==> src/rtl/alu_reg_file_if.sv <==
// alu_reg_file_if: microcode command, ALU operand and flag signals of the register/flag stage
interface alu_reg_file_if #(
    parameter int WIDTH = 16,
    parameter int SELW  = 3
);
    logic [SELW-1:0]  selA, selB, selW;
    logic             we, wrSrc, weC, aluCarry;
    logic [WIDTH-1:0] aluZ, busIn;
    logic [WIDTH-1:0] aluA, aluB, busOut;
    logic             carryFlag, zeroFlag;
    modport master (
        output selA, selB, selW, we, wrSrc, aluZ, busIn, weC, aluCarry,
        input  aluA, aluB, busOut, carryFlag, zeroFlag
    );
    modport slave (
        input  selA, selB, selW, we, wrSrc, aluZ, busIn, weC, aluCarry,
        output aluA, aluB, busOut, carryFlag, zeroFlag
    );
endinterface

==> src/rtl/alu_reg_file.sv <==
// alu_reg_file: eight-entry register file with async reads, one sync write port and carry/zero flags
module alu_reg_file #(
    parameter int WIDTH = 16,
    parameter int NREGS = 8,
    parameter int SELW  = 3
) (
    input logic         clk,
    input logic         rst_n,
    alu_reg_file_if.slave bus
);
    logic [WIDTH-1:0] regs_q [NREGS];
    logic [WIDTH-1:0] regs_d [NREGS];
    logic             carry_q, carry_d, zero_q, zero_d;
    logic [WIDTH-1:0] wd;
    always_comb begin
        wd = bus.wrSrc ? bus.busIn : bus.aluZ;
        for (int i = 0; i < NREGS; i++)
            regs_d[i] = (bus.we && bus.selW == SELW'(i)) ? wd : regs_q[i];
        zero_d  = bus.we ? (wd == '0) : zero_q;
        carry_d = bus.weC ? bus.aluCarry : carry_q;
    end
    always_ff @(posedge clk or negedge rst_n) begin
        if (!rst_n) begin
            for (int i = 0; i < NREGS; i++)
                regs_q[i] <= '0;
            carry_q <= 1'b0;
            zero_q  <= 1'b0;
        end else begin
            regs_q  <= regs_d;
            carry_q <= carry_d;
            zero_q  <= zero_d;
        end
    end
    // reads come straight from the flops, so aluZ can never loop back into aluA/aluB
    assign bus.aluA      = regs_q[bus.selA];
    assign bus.aluB      = regs_q[bus.selB];
    assign bus.busOut    = regs_q[bus.selB];
    assign bus.carryFlag = carry_q;
    assign bus.zeroFlag  = zero_q;
endmodule

==> src/flat_wrapper.sv <==
// flat-port wrapper written by rule: the top's interface ports become plain ports
module alu_reg_file_flat 
#(
    parameter int WIDTH = 16,
    parameter int NREGS = 8,
    parameter int SELW  = 3
)
  (clk, rst_n, bus_selA, bus_selB, bus_selW, bus_we, bus_wrSrc, bus_aluZ, bus_busIn, bus_weC, bus_aluCarry, bus_aluA, bus_aluB, bus_busOut, bus_carryFlag, bus_zeroFlag);
  alu_reg_file_if #(.WIDTH(WIDTH), .SELW(SELW)) bus_i ();
  input logic clk;
  input logic rst_n;
  input wire logic [$bits(bus_i.selA)-1:0] bus_selA;
  input wire logic [$bits(bus_i.selB)-1:0] bus_selB;
  input wire logic [$bits(bus_i.selW)-1:0] bus_selW;
  input wire logic [$bits(bus_i.we)-1:0] bus_we;
  input wire logic [$bits(bus_i.wrSrc)-1:0] bus_wrSrc;
  input wire logic [$bits(bus_i.aluZ)-1:0] bus_aluZ;
  input wire logic [$bits(bus_i.busIn)-1:0] bus_busIn;
  input wire logic [$bits(bus_i.weC)-1:0] bus_weC;
  input wire logic [$bits(bus_i.aluCarry)-1:0] bus_aluCarry;
  output wire logic [$bits(bus_i.aluA)-1:0] bus_aluA;
  output wire logic [$bits(bus_i.aluB)-1:0] bus_aluB;
  output wire logic [$bits(bus_i.busOut)-1:0] bus_busOut;
  output wire logic [$bits(bus_i.carryFlag)-1:0] bus_carryFlag;
  output wire logic [$bits(bus_i.zeroFlag)-1:0] bus_zeroFlag;
  assign bus_i.selA = bus_selA;
  assign bus_i.selB = bus_selB;
  assign bus_i.selW = bus_selW;
  assign bus_i.we = bus_we;
  assign bus_i.wrSrc = bus_wrSrc;
  assign bus_i.aluZ = bus_aluZ;
  assign bus_i.busIn = bus_busIn;
  assign bus_i.weC = bus_weC;
  assign bus_i.aluCarry = bus_aluCarry;
  assign bus_aluA = bus_i.aluA;
  assign bus_aluB = bus_i.aluB;
  assign bus_busOut = bus_i.busOut;
  assign bus_carryFlag = bus_i.carryFlag;
  assign bus_zeroFlag = bus_i.zeroFlag;
  alu_reg_file #(.WIDTH(WIDTH), .NREGS(NREGS), .SELW(SELW)) u_core (.clk(clk), .rst_n(rst_n), .bus(bus_i));
endmodule
==> config.mk <==
export PLATFORM = sky130hd
export DESIGN_NAME = alu_reg_file_flat
export DESIGN_NICKNAME = d
export VERILOG_FILES = /design/src/rtl/alu_reg_file_if.sv /design/src/rtl/alu_reg_file.sv /design/src/flat_wrapper.sv
export SDC_FILE = /design/constraint.sdc
export NUM_CORES = 1
export LEC_CHECK = 0
export BUFFER_PORTS_ARGS = -buffer_cell sky130_fd_sc_hd__buf_2
export CORE_UTILIZATION = 50
export CTS_CLUSTER_SIZE = 14
export DETAILED_ROUTE_END_ITERATION = 8
export PLACE_DENSITY = 0.71
export REMOVE_ABC_BUFFERS = 1
export SLEW_MARGIN = 20
export SYNTH_ARGS = -nofsm -noshare
export SYNTH_HDL_FRONTEND = slang
export SYNTH_SLANG_ARGS = --single-unit
==> constraint.sdc <==
create_clock -name clk -period 4.6 [get_ports clk]
set_input_delay 1.15 -clock clk [delete_from_list [all_inputs] [get_ports clk]]
set_output_delay 1.15 -clock clk [all_outputs]
set_load 0.02 [all_outputs]
== Word-level counts from Yosys, hierarchy flattened ==
Cells that the tools add are included.
Cells by class
  order comparisons: 2
  eq/ne operators: 7
  mux-type cells: 7
  bitwise operators: 2
  reduce and logical (&&, ||, !) cells: 10
Operators by type and width (number)
  binary-select mux 16 bit (select 3 bit): 2
  2-to-1 mux 16 bit: 5
  zero test 16 bit: 1
  == test 3 bit, second input constant: 4
  greater-or-equal comparator 4 bit, second input constant: 2
  logical AND 1 bit: 8
  NOT 3 -> 4 bit: 2
  == test 3 x 2 -> 1 bit, second input constant: 2
  == test 3 x 1 -> 1 bit, second input constant: 1
  zero test 3 bit: 1
Word-level totals
  register bits: 130
  input bits: 47
  output and inout port bits: 50
  logic and storage cells: 38

== Longest topological paths before layout ==
Gate-level depths: netlist of the first run.
  depth in word-level cells: 4
  gate-level depth with buffers: 5
  gate-level depth less buffers: 4

== Worst setup path before layout of the first run ==
OpenSTA, ideal clock, no wires.
  kind: in2out
  start: input port bus_selB[0]
  end: output port bus_busOut[10]
  arrival time: 2.693 ns
  required time: 3.450 ns
  path slack: 0.757 ns
  cell stages on the path: 5
  buffers on the path: 3
  cells stage by stage: clkbuf_1 buf_2 mux4_2 mux2_2 buf_4
Between the ends
  cells in the longest elaborated chain, start to end: 4
RTL lines
  from (decl): line flat_wrapper.sv:13  | input wire logic [$bits(bus_i.selB)-1:0] bus_selB;
  NOT 3 -> 4 bit
  binary-select mux 16 bit (select 3 bit)
  2-to-1 mux 16 bit (2 in a row)
  to (decl): line flat_wrapper.sv:23  | output wire logic [$bits(bus_i.busOut)-1:0] bus_busOut;
Every way passes these cells. The select of a mux whose other input is x is not followed.

== Final worst setup path of the first run ==
  start: input port bus_selA[1]
  end: output port bus_aluA[10]
Between the ends
  cells in the longest elaborated chain, start to end: 4
RTL lines
  from (decl): line flat_wrapper.sv:12  | input wire logic [$bits(bus_i.selA)-1:0] bus_selA;
  NOT 3 -> 4 bit (implied by the code): line alu_reg_file.sv:35  | assign bus.aluA = regs_q[bus.selA];
  binary-select mux 16 bit (select 3 bit): line alu_reg_file.sv:35
  2-to-1 mux 16 bit (implied by the code) (2 in a row): line alu_reg_file.sv:35
  to (decl): line flat_wrapper.sv:21  | output wire logic [$bits(bus_i.aluA)-1:0] bus_aluA;
Every way passes these cells. The select of a mux whose other input is x is not followed.

==> flow_summary_export.csv, run 1 <==
group,metric,value,unit
routing,drt-initial-drc-count,315,
sta,worst_pin_slew,0.968,ns
layout,finalCoreUtilization,60.6,%
sta,max_freq,268,MHz
yosys,muxShareOfSynthArea,29.2,%
clock_network,root_buffer,"clkbuf_16",
clock_network,cts-resized-gates,0,
place,dpl_cell_area,7400,um2
yosys,synth_top_family_by_area,"multiplexers",
yosys,synthAdderAreaFrac,0,%
global_route,grt_pass1_vias,5036,
sta,setup_violations,0,
sta,period_needed,3.74,ns
yosys,ys.flop_type,"dfrtp_1",
sta,setup_slack,0.864,ns
power_and_ir_drop,p_switching,1.20,mW
power_and_ir_drop,vdd_ir_drop_max,331,uV
sta,tns,0,ns
yosys,syn_inst,582,
worst_setup_path,startpoint_type,"input pin",
layout,multi_input_area,3290,um2
layout,drive_above_1_share,36.7,%
worst_setup_path,cp_data_required_time,3.45,ns
sta,finalHoldViolations,0,
clock_network,insertion_delay,0.42,ns
layout,fill_cells,1018,
yosys,ys_warn_count,0,
layout,diodes,0,
min_path,hold_depth,2,
yosys,synth_xor_area_share,0,%
clock_network,cts_tree,"built",
floorplan,rows,42,
power_and_ir_drop,p_comb_share,24.5,%
global_route,grt_overflow,0,
routing,vias,5011,
worst_setup_path,crit_path_cell_trace,"buf_2 > buf_4 > mux4_2 > mux2_2 > buf_2",
floorplan,start_util,51.3,%
worst_setup_path,path_common_cell,"buf_2",
routing,post_drt_wl_per_cell,20.2,um
yosys,synth-edff-count,0,
outcome,status,"finished clean",
routing,drt_wl_total,17.0,mm
worst_setup_path,cp_max_fo,16,
floorplan,die_area,14100,um2
routing,first_pass_iters,5,
yosys,synth.most_common_cell,"dfrtp_1",
yosys,synth_area_per_cell,11.7,um2
run,cap_violations,0,
global_route,grt_use_total,26.1,%
worst_setup_path,cp_slowest_cell,"buf_2",
yosys,synthTopCellsByArea,"dfrtp_1 48%, mux4_2 21%, mux2_2 5.6%",
clock_network,htreeDepth,4,
min_path,hold_class,"reg2reg",
sta,slew_violations,0,
floorplan,die_x,119,um
routing,avgViaCountPerCell,5.97,
layout,area_delta_synth_final,18.0,%
place,portBuffers,96,
clock_network,cts_buffer_depth,2,
global_route,grt_max_degree,74,
sta,maxSlewHeadroom,35.5,%
power_and_ir_drop,internal_power,2.84,mW
global_route,antenna_found_initial,0,
clock_network,cts_buffers,17,
power_and_ir_drop,p_sw_share,29.7,%
yosys,netlist_area,6830,um2
clock_network,cts_sinks,130,
place,gp_congestion,0.784,
yosys,async_reset_ff_share,100,%
sta,rsz0062_at_grt,"no",
power_and_ir_drop,p_per_area,502,nW/um2
routing,route.detailed.drc,0,
layout,design_area,8050,um2
yosys,ys_ff_latch,130,
global_route,grt_pass1_wl,27.4,mm
floorplan,io_pins,97,
worst_setup_path,slowest_delay,0.37,ns
yosys,synth_top_cell_by_area,"dfrtp_1",
power_and_ir_drop,seqPwrFrac,38.7,%
worst_setup_path,critical_path_arrival,2.59,ns
power_and_ir_drop,p_leak,3.48,nW
worst_setup_path,reg2regPathDepth,2,
worst_setup_path,endpoint_kind,"primary output",
yosys,synth_common_cells,"130 x dfrtp_1, 65 x nand2_1, 65 x nor2_1",
sta,clock_skew,0,ns
power_and_ir_drop,power,4.05,mW
place,hpwl,10.5,mm
floorplan,core_area,13300,um2
clock_network,worst_setup_hold_path_clk_slew,0.05,ns
yosys,synth_simple_gate_area_share,9.02,%
layout,final_nets,698,
clock_network,hold_buffers,0,
yosys,synth_compound_area_share,9.62,%
layout,regArea,3250,um2
sta,fin_crit_sh,81.2,%
clock_network,cts_setup_buffers,0,
yosys,synth_seq_area_share,47.7,%
place,dpl_worst_slack,0.862,ns
routing,ant_nets,0,
floorplan,die_h,119,um
yosys,synth_top_area_share,47.7,%
power_and_ir_drop,p_clk_share,36.8,%
yosys,ys_types,23,
worst_setup_path,criticalPathCategory,"in2out",
cell usage in the layout, fill, tap and decap left out, types with 3 or more instances in the layout:
cell,n
nand2_1,65
a21oi_1,64
mux2_2,34
o21ai_0,64
bufinv_16,5
dfrtp_1,130
mux4_2,64
clkinv_4,3
buf_4,11
buf_12,4
nor4_1,4
nor2_1,65
buf_2,95
mux2i_1,17
clkbuf_16,17
nand4b_1,3
clkinvlp_4,3
path summary, 6_finish.rpt:
kind                                   start                end  slack (ns)
max                              bus_selA[1]       bus_aluA[10]        0.86
max in group asynchronous              rst_n  u_core.regs_q[40]        2.87
min reg2reg                 u_core.regs_q[2]   u_core.regs_q[2]        0.50
min                         u_core.regs_q[2]   u_core.regs_q[2]        0.50
min in group asynchronous              rst_n  u_core.regs_q[81]        0.87
max reg2reg                u_core.regs_q[71]  u_core.regs_q[71]        3.83
final cells by class:
class                           instances  share of cell area [%]
Clock inverter                         13                    2.59
Clock buffer                           19                    5.50
Sequential cell                       130                    40.4
Tap cell                              176                    2.73
Timing Repair Buffer                  110                    7.92
Multi-Input combinational cell        392                    40.8
cells by family after synthesis:
kind of cell / count (synthesis)
simple gates: 147
compound gates: 130
flops: 130
mux: 115
buf+inv: 60
critical path: cells and delay by family:
kind / cells / cell delay, ns
buffers and inverters: 3 / 0.84
multiplexers: 2 / 0.60
sequential cells by signal (all words and copies together), names as in the netlist:
name and flops:
u_core.regs_q 128, u_core.bus.carryFlag 1, u_core.bus.zeroFlag 1
through the flow:
step	instances	hold WS (ns)
2_1_floorplan	522	0.461
3_3_place_gp	808	0.474
3_5_place_dp	808	0.486
4_1_cts	840	0.498
5_1_grt	840	0.524
6_report	840	0.497
power groups by stage:
| stage | sequential, mW | combinational, mW | clock [mW] |
|---|---|---|---|
| finish | 1.57 | 0.992 | 1.49 |
| detailed placement | 1.57 | 0.998 | 0 |
| CTS | 1.56 | 1.00 | 1.50 |
| global route | 1.59 | 1.09 | 1.56 |
| floorplan | 1.51 | 0.697 | 0 |
| global placement | 1.55 | 0.966 | 0 |
routing by layer:
metal / wire, um / track usage [%] / vias up
li1: - / - / 2251
met1: 7090 / 34.5 / 2532
met2: 8440 / 41.7 / 205
met3: 1230 / 6.85 / 23
met4: 239 / 9.26 / 0
met5: 0 / 0 / -
Power figures use the tool's default switching activity.
==> run 2, diff against run 1 <==
Settings changed: ABC_AREA set to 1, PLACE_DENSITY 0.71 to 0.73.
Clock period 4.6 ns to 3.25 ns, I/O delays scaled along.
==> run 2 against run 1 <==
Against the previous run: die area is 7.7% higher; clock skew stayed put; utilization increased by 0.074 points; cell count up 48%; sequential power grew 37%; critical path depth is 3 higher; clock-buffer cell count unchanged; register-to-register slack got worse by 1.3 ns; synthesized cell count rose by 70%; combinational power up 28%; hold slack worse by 0.077 ns; non-clock buffer count rose by 17; highest routed layer unchanged.
==> flow_summary_export.csv, run 2 <==
group,metric,value,unit
routing,ant_nets,0,
global_route,grt_pass1_vias,6452,
clock_network,cts_buffer_depth,2,
worst_setup_path,criticalPathCategory,"in2out",
clock_network,htreeDepth,4,
sta,rsz0062_at_grt,"no",
floorplan,rows,43,
layout,layout_commonest_cell,"a21oi_1",
layout,largest_reg_flops,128,
yosys,async_reset_ff_share,100,%
global_route,grt_overflow,0,
yosys,synth_common_cells,"180 x a21oi_1, 174 x o21ai_0, 130 x dfrtp_1",
clock_network,cts_tree,"built",
worst_setup_path,critical_path_arrival,2.12,ns
yosys,synth-edff-count,0,
worst_setup_path,cp_data_required_time,2.44,ns
sta,slew_violations,0,
yosys,ys.flop_type,"dfrtp_1",
min_path,hold_class,"in2async",
sta,setup_slack,0.321,ns
layout,drive_above_1_share,16.9,%
layout,final_cell_mix,"180 x a21oi_1, 174 x o21ai_0, 130 x dfrtp_1",
sta,holdWs,0.419,ns
place,gp_congestion,0.839,
clock_network,cts_buffers,17,
global_route,grt_use_total,29.7,%
sta,max_freq,341,MHz
sta,clock_skew,0,ns
yosys,ys_types,21,
outcome,status,"finished clean",
clock_network,hold_buffers,0,
place,hpwl,13.2,mm
worst_setup_path,startpoint_type,"input pin",
sta,period_needed,2.93,ns
floorplan,core_area,14100,um2
clock_network,worst_setup_hold_path_clk_slew,0.05,ns
clock_network,root_buffer,"clkbuf_16",
routing,drt_wl_total,21.3,mm
place,portBuffers,96,
layout,diodes,0,
clock_network,cts-resized-gates,0,
yosys,synth_area_per_cell,7.44,um2
yosys,ys_ff_latch,130,
yosys,netlist_area,7360,um2
sta,finalHoldViolations,0,
yosys,ys_warn_count,0,
yosys,synth_top_area_share,44.2,%
floorplan,io_pins,97,
layout,area_delta_synth_final,16.1,%
clock_network,insertion_delay,0.42,ns
sta,maxSlewHeadroom,53.6,%
routing,post_drt_wl_per_cell,17.2,um
sta,setup_violations,0,
yosys,synth_seq_area_share,44.2,%
power_and_ir_drop,p_leak,3.90,nW
routing,avgViaCountPerCell,5.67,
yosys,syn_inst,989,
clock_network,cts_setup_buffers,0,
routing,first_pass_iters,5,
global_route,grt_max_degree,65,
yosys,synth_top_cell_by_area,"dfrtp_1",
routing,vias,7031,
place,dpl_worst_slack,0.390,ns
floorplan,die_area,15200,um2
global_route,antenna_found_initial,0,
worst_setup_path,cp_max_fo,32,
layout,final_nets,1093,
layout,top_register,"u_core.regs_q",
clock_network,cts_sinks,130,
floorplan,die_x,123,um
sta,tns,0,ns
global_route,grt_pass1_wl,33.8,mm
floorplan,start_util,52.2,%
sta,fin_crit_sh,90.1,%
floorplan,die_h,123,um
worst_setup_path,endpoint_kind,"primary output",
power_and_ir_drop,power,5.45,mW
power_and_ir_drop,vdd_ir_drop_max,616,uV
sta,worst_pin_slew,0.696,ns
routing,route.detailed.drc,0,
power_and_ir_drop,p_per_area,638,nW/um2
yosys,synth.most_common_cell,"a21oi_1",
routing,drt-initial-drc-count,731,
run,cap_violations,0,
yosys,synthTopCellsByArea,"dfrtp_1 44%, a21oi_1 12%, o21ai_0 12%",
[run 2: cell types whose count changed in the layout (fill, tap and decap cells not counted), sizes merged, moves of 34 or more]
cell	delta
nand3	+34
o21ai	+120
inv	+91
nand2	+59
mux4	-64
a21oi	+116
[run 2: metrics by stage]
stage / instances / util (%) / area (um2)
2_1_floorplan: 900 / - / 6890
3_3_place_gp: 1207 / 56.2 / 7920
3_5_place_dp: 1207 / 56.2 / 7920
4_1_cts: 1239 / 60.6 / 8550
5_1_grt: 1239 / 60.6 / 8550
6_report: 1239 / 60.6 / 8550
[run 2: routing by layer]
layer	share of wire (%)	track usage [%]	vias up	wire length [um]
met3	6.9	5.21	27	1470
met4	1.5	8.36	0	326
met1	44	40.0	3280	9350
met5	0	0	-	0
met2	48	49.2	298	10100
li1	-	-	3426	-
[run 2: cell type report]
class / count / area, um2
timing repair buffer: 127 / 791
multi-input combinational: 679 / 3310
inverter: 91 / 342
tap: 180 / 225
clock buffer: 19 / 443
sequential: 130 / 3250
clock inverter: 13 / 185
fill: 1312 / 5550
[run 2: report_power, final]
group          internal, mW  switching [mW]  total (mW)  leakage, nW
combinational         0.459           0.812        1.27         2.11
clock                  1.30           0.731        2.03        0.291
sequential             1.96           0.185        2.15         1.50
[run 2: logic make-up after synthesis]
logic type | Yosys count | synth area share (%)
AOI/OAI and AO/OA | 424 | 30.8
and+or+nand+nor | 254 | 13.9
DFF | 130 | 44.2
buffers and inverters | 180 | 11.0
muxes | 1 | 0.153
[run 2: worst paths after layout]
check	to	slack [ns]	cells past startpoint	startpoint
max	bus_aluB[0]	0.32	8	bus_selB[1]
min	u_core.regs_q[10]	0.42	1	rst_n
max reg2reg	u_core.bus.carryFlag	2.51	1	u_core.bus.carryFlag
min reg2reg	u_core.bus.zeroFlag	0.50	2	u_core.bus.zeroFlag
max in group asynchronous	u_core.regs_q[116]	2.04	2	rst_n
min in group clk	u_core.bus.zeroFlag	0.50	2	u_core.bus.zeroFlag
[run 2: worst max-delay path, cell delays in order]
cell,delay [ns]
buf_2,0.30
inv_1,0.14
buf_12,0.20
a21oi_1,0.14
o21ai_0,0.11
nand3_1,0.09
o21a_1,0.15
buf_2,0.17
